[src/rtl/keypad_event_if.sv]
// CPU-side link of the keypad block: EX9E/EXA1 query and FX0A wait-for-key handshake.
interface keypad_event_if;
  logic       wait_req;
  logic [3:0] query_key;
  logic       query_pressed;
  logic       waiting;
  logic       key_valid;
  logic [3:0] key_idx;

  modport master (output wait_req, output query_key,
                  input query_pressed, input waiting, input key_valid, input key_idx);
  modport slave  (input wait_req, input query_key,
                  output query_pressed, output waiting, output key_valid, output key_idx);
endinterface

[src/rtl/keypad_event.sv]
// CHIP-8 keypad front end: per-key stability filter, registered key query,
// and the FX0A press-then-release wait FSM.
module keypad_event #(
  parameter int HOLD_CYCLES = 4
) (
  input  logic           clk_in,
  input  logic           rst_in,
  input  logic [15:0]    keymap_in,
  output logic [15:0]    keys_stable,
  keypad_event_if.slave  cpu
);

  localparam logic [7:0] HOLD_LAST = 8'(HOLD_CYCLES - 1);

  typedef enum logic [1:0] {IDLE, WAIT_PRESS, WAIT_RELEASE, DONE} state_t;

  logic [15:0] stable_reg, stable_next;
  logic [15:0] stable_d_reg;
  logic [7:0]  cnt_reg  [16];
  logic [7:0]  cnt_next [16];
  logic [15:0] press_edge;
  logic [3:0]  low_idx;
  logic        query_pressed_reg;
  logic [3:0]  key_idx_reg, key_idx_next;
  state_t      state_reg, state_next;

  // Each key runs its own counter; it only counts while raw and filtered levels disagree.
  for (genvar gi = 0; gi < 16; gi++) begin : g_filter
    logic differ;
    logic hit;
    assign differ          = keymap_in[gi] ^ stable_reg[gi];
    assign hit             = (cnt_reg[gi] == HOLD_LAST);
    assign stable_next[gi] = (differ && hit) ? keymap_in[gi] : stable_reg[gi];
    assign cnt_next[gi]    = (!differ || hit) ? 8'd0 : cnt_reg[gi] + 8'd1;
  end

  assign press_edge = stable_reg & ~stable_d_reg;

  always_comb begin
    low_idx = 4'd0;
    for (int i = 15; i >= 0; i--) begin
      if (press_edge[i]) low_idx = 4'(i);
    end
  end

  always_ff @(posedge clk_in) begin
    if (rst_in) begin
      stable_reg        <= '0;
      stable_d_reg      <= '0;
      query_pressed_reg <= 1'b0;
      key_idx_reg       <= 4'd0;
      state_reg         <= IDLE;
      for (int i = 0; i < 16; i++) cnt_reg[i] <= 8'd0;
    end else begin
      stable_reg        <= stable_next;
      stable_d_reg      <= stable_reg;
      query_pressed_reg <= stable_reg[cpu.query_key];
      key_idx_reg       <= key_idx_next;
      state_reg         <= state_next;
      for (int i = 0; i < 16; i++) cnt_reg[i] <= cnt_next[i];
    end
  end

  // Only fresh 0->1 edges of the filtered map qualify, so keys held on entry are ignored.
  always_comb begin
    state_next   = state_reg;
    key_idx_next = key_idx_reg;
    case (state_reg)
      IDLE: begin
        if (cpu.wait_req) state_next = WAIT_PRESS;
      end
      WAIT_PRESS: begin
        if (!cpu.wait_req) begin
          state_next = IDLE;
        end else if (press_edge != 16'd0) begin
          key_idx_next = low_idx;
          state_next   = WAIT_RELEASE;
        end
      end
      WAIT_RELEASE: begin
        if (!cpu.wait_req) begin
          state_next = IDLE;
        end else if (!stable_reg[key_idx_reg]) begin
          state_next = DONE;
        end
      end
      DONE: begin
        if (!cpu.wait_req) state_next = IDLE;
      end
      default: state_next = IDLE;
    endcase
  end

  assign keys_stable       = stable_reg;
  assign cpu.query_pressed = query_pressed_reg;
  assign cpu.key_idx       = key_idx_reg;
  assign cpu.key_valid     = (state_reg == DONE);
  assign cpu.waiting       = (state_reg == WAIT_PRESS) || (state_reg == WAIT_RELEASE);

endmodule

[src/flat_wrapper.sv]
// flat-port wrapper written by rule: the top's interface ports become plain ports
module keypad_event_flat 
#(
  parameter int HOLD_CYCLES = 4
)
  (clk_in, rst_in, keymap_in, keys_stable, cpu_wait_req, cpu_query_key, cpu_query_pressed, cpu_waiting, cpu_key_valid, cpu_key_idx);
  keypad_event_if cpu_i ();
  input  logic clk_in;
  input  logic rst_in;
  input  logic [15:0] keymap_in;
  output logic [15:0] keys_stable;
  input wire logic [$bits(cpu_i.wait_req)-1:0] cpu_wait_req;
  input wire logic [$bits(cpu_i.query_key)-1:0] cpu_query_key;
  output wire logic [$bits(cpu_i.query_pressed)-1:0] cpu_query_pressed;
  output wire logic [$bits(cpu_i.waiting)-1:0] cpu_waiting;
  output wire logic [$bits(cpu_i.key_valid)-1:0] cpu_key_valid;
  output wire logic [$bits(cpu_i.key_idx)-1:0] cpu_key_idx;
  assign cpu_i.wait_req = cpu_wait_req;
  assign cpu_i.query_key = cpu_query_key;
  assign cpu_query_pressed = cpu_i.query_pressed;
  assign cpu_waiting = cpu_i.waiting;
  assign cpu_key_valid = cpu_i.key_valid;
  assign cpu_key_idx = cpu_i.key_idx;
  keypad_event #(.HOLD_CYCLES(HOLD_CYCLES)) u_core (.clk_in(clk_in), .rst_in(rst_in), .keymap_in(keymap_in), .keys_stable(keys_stable), .cpu(cpu_i));
endmodule
[config.mk]
export PLATFORM = sky130hd
export DESIGN_NAME = keypad_event_flat
export DESIGN_NICKNAME = d
export VERILOG_FILES = /design/src/rtl/keypad_event_if.sv /design/src/rtl/keypad_event.sv /design/src/flat_wrapper.sv
export SDC_FILE = /design/constraint.sdc
export NUM_CORES = 1
export LEC_CHECK = 0
export CAP_MARGIN = 20
export CORE_MARGIN = 2
export CORE_UTILIZATION = 40
export CTS_CLUSTER_SIZE = 28
export DETAILED_ROUTE_END_ITERATION = 6
export PLACE_DENSITY = 0.66
export SYNTH_ARGS = -nofsm -noshare
export SYNTH_HDL_FRONTEND = slang
export SYNTH_SLANG_ARGS = --single-unit
[constraint.sdc]
create_clock -name clk_in -period 3.9 [get_ports clk_in]
set_input_delay 0.39 -clock clk_in [delete_from_list [all_inputs] [get_ports clk_in]]
set_output_delay 0.39 -clock clk_in [all_outputs]
set_load 0.01 [all_outputs]
Word-level counts from Yosys, hierarchy flattened. Memory sizes are Yosys's and may differ from the RTL's. Cells that the tools add are included.

Reductions and logical operators: 53. Multiplexer cells: 62. $add $sub $neg: 16. Equal/unequal tests: 23. Order comparisons: 2. Bitwise logic cells: 34.

Operator list (number): $mux W8 (32); $add A8 B1 Y8 const B (16); $eq A8 B2 Y1 const B (16); $mux W4 (16); $logic_or A1 B1 Y1 (17); $and A16 B16 Y16 (1); $logic_and A1 B1 Y1 (16); $logic_not A1 Y1 (16); $not A16 Y16 (1); $or A1 B1 Y1 (16); $reduce_bool A16 Y1 (1); $xor A1 B1 Y1 (16); $mux W2 (6); $lt A4 B5 Y1 const B (2); $bmux W1 S4 (2); $pmux W2 S4 (1); $mux W1 (5); $eq A2 B2 Y1 const B (2); $ne A2 B2 Y1 const B (2); $reduce_and A4 Y1 (1); $ne A3 B2 Y1 const B (1); $ne A3 B3 Y1 const B (1); $reduce_and A3 Y1 (1); $eq A2 B1 Y1 const B (1); $logic_not A2 Y1 (1).

Memory bits (writable): 128. Output and inout bits: 23. Input port bits: 23. Register bits: 39. Memories: 1. Logic and storage cells: 211.

Memory list: u_core.cnt_reg (words 16, bits a word 8, rd ports 16, clocked after Yosys merged registers in 0, write ports 16, RTL line keypad_event.sv:19) `logic [7:0] cnt_reg [16];`.

Depth between registers and ports, before layout.
Depth in word-level cells: 18. Depth in mapped cells: 7.

Worst setup path before layout. OpenSTA, ideal clock, no wires.

Kind: register to register. From: reg u_core.key_idx_reg[0], in the netlist u_core.cpu.key_idx[0]. To: reg u_core.state_reg[1]. Setup time: 0.096 ns. Clock period less this slack: 1.684 ns. Setup slack: 2.216 ns. Cell stages (with the launch flop): 6. Arrival time: 1.589 ns. Path buffers: 1. Path through: dfxtp_1 -> buf_6 -> mux4_2 -> o2111ai_2 -> nand3_2 -> o41ai_2.

Longest elaborated chain between the ends: 4.

Ends and longest elaborated chain: start: declaration (RTL line keypad_event.sv:24) `logic [3:0] key_idx_reg, key_idx_next;`; start signal: assignment (RTL line keypad_event.sv:58) `key_idx_reg <= key_idx_next;`; $bmux W1 S4 (RTL line keypad_event.sv:83) `end else if (!stable_reg[key_idx_reg]) begin`; $mux W1 (implied by the code) (RTL line keypad_event.sv:83); $ne A3 B3 Y1 (no source line); $reduce_and A4 Y1 (no source line); end signal: assignment (RTL line keypad_event.sv:59) `state_reg <= state_next;`; end: declaration (RTL line keypad_event.sv:25) `state_t state_reg, state_next;`.

No other way between the ends. The select of a mux whose other input is x is not followed. A chain may end at the register's enable or synchronous reset.

Worst setup path after layout.
From: reg u_core.state_reg[1]. To: out cpu_waiting.

Longest elaborated chain between the ends: 2. Elaborated cells on any way between the ends: 3.

Ends and longest elaborated chain: $eq A2 B1 Y1 or $eq A2 B2 Y1 (tied branches) (RTL line keypad_event.sv:98) `assign cpu.waiting = (state_reg == WAIT_PRESS) || (state_reg == WAIT_RELEASE);`; $logic_or A1 B1 Y1 * (RTL line keypad_event.sv:98); end: declaration (RTL line flat_wrapper.sv:15) `output wire logic [$bits(cpu_i.waiting)-1:0] cpu_waiting;`.

Every way passes the cells marked *; elsewhere a longest branch is shown, timed or not.

==> results.md <==
- Die W: 138 um
- Crit end category: output port
- TritonCTS Buffers: 17
- Layout net count: 861
- Hold depth: 2
- Final setup viols: 0
- Layout cell share with drive strength beyond 1: under 10%
- Max Freq: 480 MHz
- Critical Path RT: 3510 ps
- Pwr per Cell Area: between 400 and 500 mW/mm^2
- Ys flop type: dfxtp_1
- Synth async-reset ratio: 0%
- Worst Max-Slew Pin Slew: just under 500 ps
- Post-synthesis sequential area ratio: a little under half
- Inserted Diodes: 0
- Hold path startpoint: rst_in
- Endpoints failing hold: 0
- Syn_nets: 803
- Final Cell Area: 0.00846 mm^2
- Detailed placer's ending HPWL: 9.30 mm
- Clock root cell: clkbuf_16
- RR Startpoint: u_core.cpu.key_idx[0]$_SDFFE_PP0P_
- Max Slew Vio Count: 0
- GPL Wtd Cong: about 0.81
- Syn-to-layout area delta: 17.9%
- Yosys top cell area share: 46.6%
- Setup TNS: 0 ps
- Core area: 0.0174 mm^2
- Initial Util: ~40%
- Rel. slew slack: between 60% and 70%
- Drt initial violations: roughly 330
- Hold_buf cts: 0
- Max reg flops: around 130
- Vias per inst: just under 5
- Clk pin slew, worst setup/hold paths: ~60 ps
- WL/cell: between 10 and 15 um
- Post CTS Setup Buffer Count: 0
- Arrival time at the worst endpoint: 1690 ps
- Tot GR Track Use: 15.2%
- Crit path max fanout: 3
- Drc violations: 0
- Yosys reg bits: 167
- Reg2reg setup slack: between 2000 and 2500 ps
- Max-cap violations: 0
- Worst Hold Endpoint: u_core.keys_stable[9]$_SDFFE_PP0P_
- Die Y: around 140 um
- Worst r2r path cells: 4
- Vias: slightly above 5000
- Leading post-synthesis cells by cell area: dfxtp_1, xor2_1, nor2_1, nand3_1, xnor2_1
- Largest net degree at the start of global routing: 24
- Post-Synthesis Cells: 760
- Initial antenna violation count: 0
- CTS HTree Levels: 4
- RSZ-0062 raised after global routing: false
- Ys Warns: 0
- CP Launch Type: register
- Total grt overflow: 0
- Largest area contributor in the netlist: dfxtp_1
- Leak Pwr: between 3 and 4 nW
- FF-to-FF End: u_core.state_reg[1]$_SDFFE_PP0P_
- Synthesized area: 0.00718 mm^2
- CTS resizes: 0
- Hold crit path type: input pin to register
- Dpl cell area: 0.00787 mm^2
- CTS tree: yes
- Max clock buf depth: 2
- Crit share post-route: roughly 53%
- Row cnt: 48
- Aggregate routed wire length: roughly 13 mm
- Vias in the first global route: 5000
- Minimum clock period: around 2100 ps
- Worst Clk Skew: ~11 ps
- Top Ports: 46
- Status: finished, final reports clean
- Max VDD drop: approximately 0.39 mV
- DRT antenna net count: 0
- Avg Cell Area, Syn: between 9 and 10 um^2
- Clock sink total: 167
- # port buffers: between 40 and 50
- Distinct cell type count after synthesis: 43
- Number of synthesized flops with an enable pin: 0
- Latest clock arrival within the worst-skew pair: ~420 ps
- Die footprint: ~0.019 mm^2
- Number of detailed-route iterations in the first pass: 4
- First-pass GRT wire length: around 23 mm
- Util after Layout: 48.6%
- CP Class: register to output port
[power by group]
part | internal [W] | switching [W]
clock network | 0.00104 | 0.000647
logic | 0.0000699 | 0.0000810
registers | 0.00173 | 0.0000242
[critical path: stages, from the launching register on]
cell and delay [ps]:
dfxtp_1 370, inv_1 90, ha_1 280, clkdlybuf4s50_1 530
[layout make-up]
cell class	instances	area (um^2)
Fill cell	1644	8950
Clock inverter	8	123
Tap cell	225	282
Sequential cell	167	3340
Clock buffer	23	468
Inverter	3	11.3
Multi-Input combinational cell	582	3780
Timing Repair Buffer	47	460
[metrics by stage]
step	setup slack, ps	power [W]	hold slack [ps]	cells
floorplan	2220	0.00188	413	760
global placement	1630	0.00194	428	1024
detailed placement	1610	0.00194	432	1024
CTS	1770	0.00363	398	1055
global route	1700	0.00373	418	1055
finish	1820	0.00359	404	1055
[cell families after synthesis]
kind of cell | count (synthesis) | share of synthesized area (%)
AO/OA/AOI/OAI | 22 | 2.53
multiplexers | 29 | 5.26
flip-flops | 167 | 46.6
buffers and inverters | 11 | 0.802
XOR/XNOR | 112 | 13.7
adder cells (fa/ha/maj) | 20 | 3.49
AND/OR/NAND/NOR | 399 | 27.7
[cell usage after synthesis, types with 2 or more instances]
cell type  number
buf_6           2
nor2b_1        23
and3_1         46
o21ai_0         2
or2_1           2
xor2_1         74
mux4_2          7
clkbuf_1        5
mux2i_1        22
ha_1           20
nand2_1        42
nor2b_4         2
and2b_1         3
nand3_1        79
nor4_1          3
nand2b_1       10
xnor2_1        38
and4_1          2
nor3_1         14
a21oi_1         5
nor4b_1        13
nor4_4          2
dfxtp_1       167
inv_1           3
nor2_1        155
a31oi_1         2
[worst max path at each step]
stage | end | from | depth (start not counted) | slack, ps
after CTS | cpu_waiting | u_core.state_reg[1]$_SDFFE_PP0P_ | 3 | 1770
final | cpu_waiting | u_core.state_reg[1]$_SDFFE_PP0P_ | 3 | 1820
after global routing | cpu_waiting | u_core.state_reg[1]$_SDFFE_PP0P_ | 3 | 1700
after global placement | u_core.cpu.query_pressed$_SDFF_PP0_ | cpu_query_key[0] | 4 | 1630
after detailed placement | u_core.cpu.query_pressed$_SDFF_PP0_ | cpu_query_key[0] | 4 | 1610
after floorplan | u_core.state_reg[1]$_SDFFE_PP0P_ | u_core.cpu.key_idx[0]$_SDFFE_PP0P_ | 5 | 2220
[routing by layer]
layer	global-route usage, %	part of all wire, %
met1	19.6	50
met2	24.2	44
met3	4.61	4.3
met4	5.50	1.5
met5	0	0
[cells in the final DEF (no fill, tap or decap), drive strengths merged, types with 14 or more instances in the layout]
cell type / netlist / routed
nor2b: 25 / 25
nand2: 42 / 42
xor2: 74 / 74
mux2i: 22 / 22
ha: 20 / 20
nor2: 155 / 155
nand3: 80 / 80
xnor2: 38 / 38
clkdlybuf4s50: 0 / 44
dfxtp: 167 / 167
nor3: 14 / 14
and3: 46 / 46
clkbuf: 5 / 23
Power figures use the tool's default switching activity.
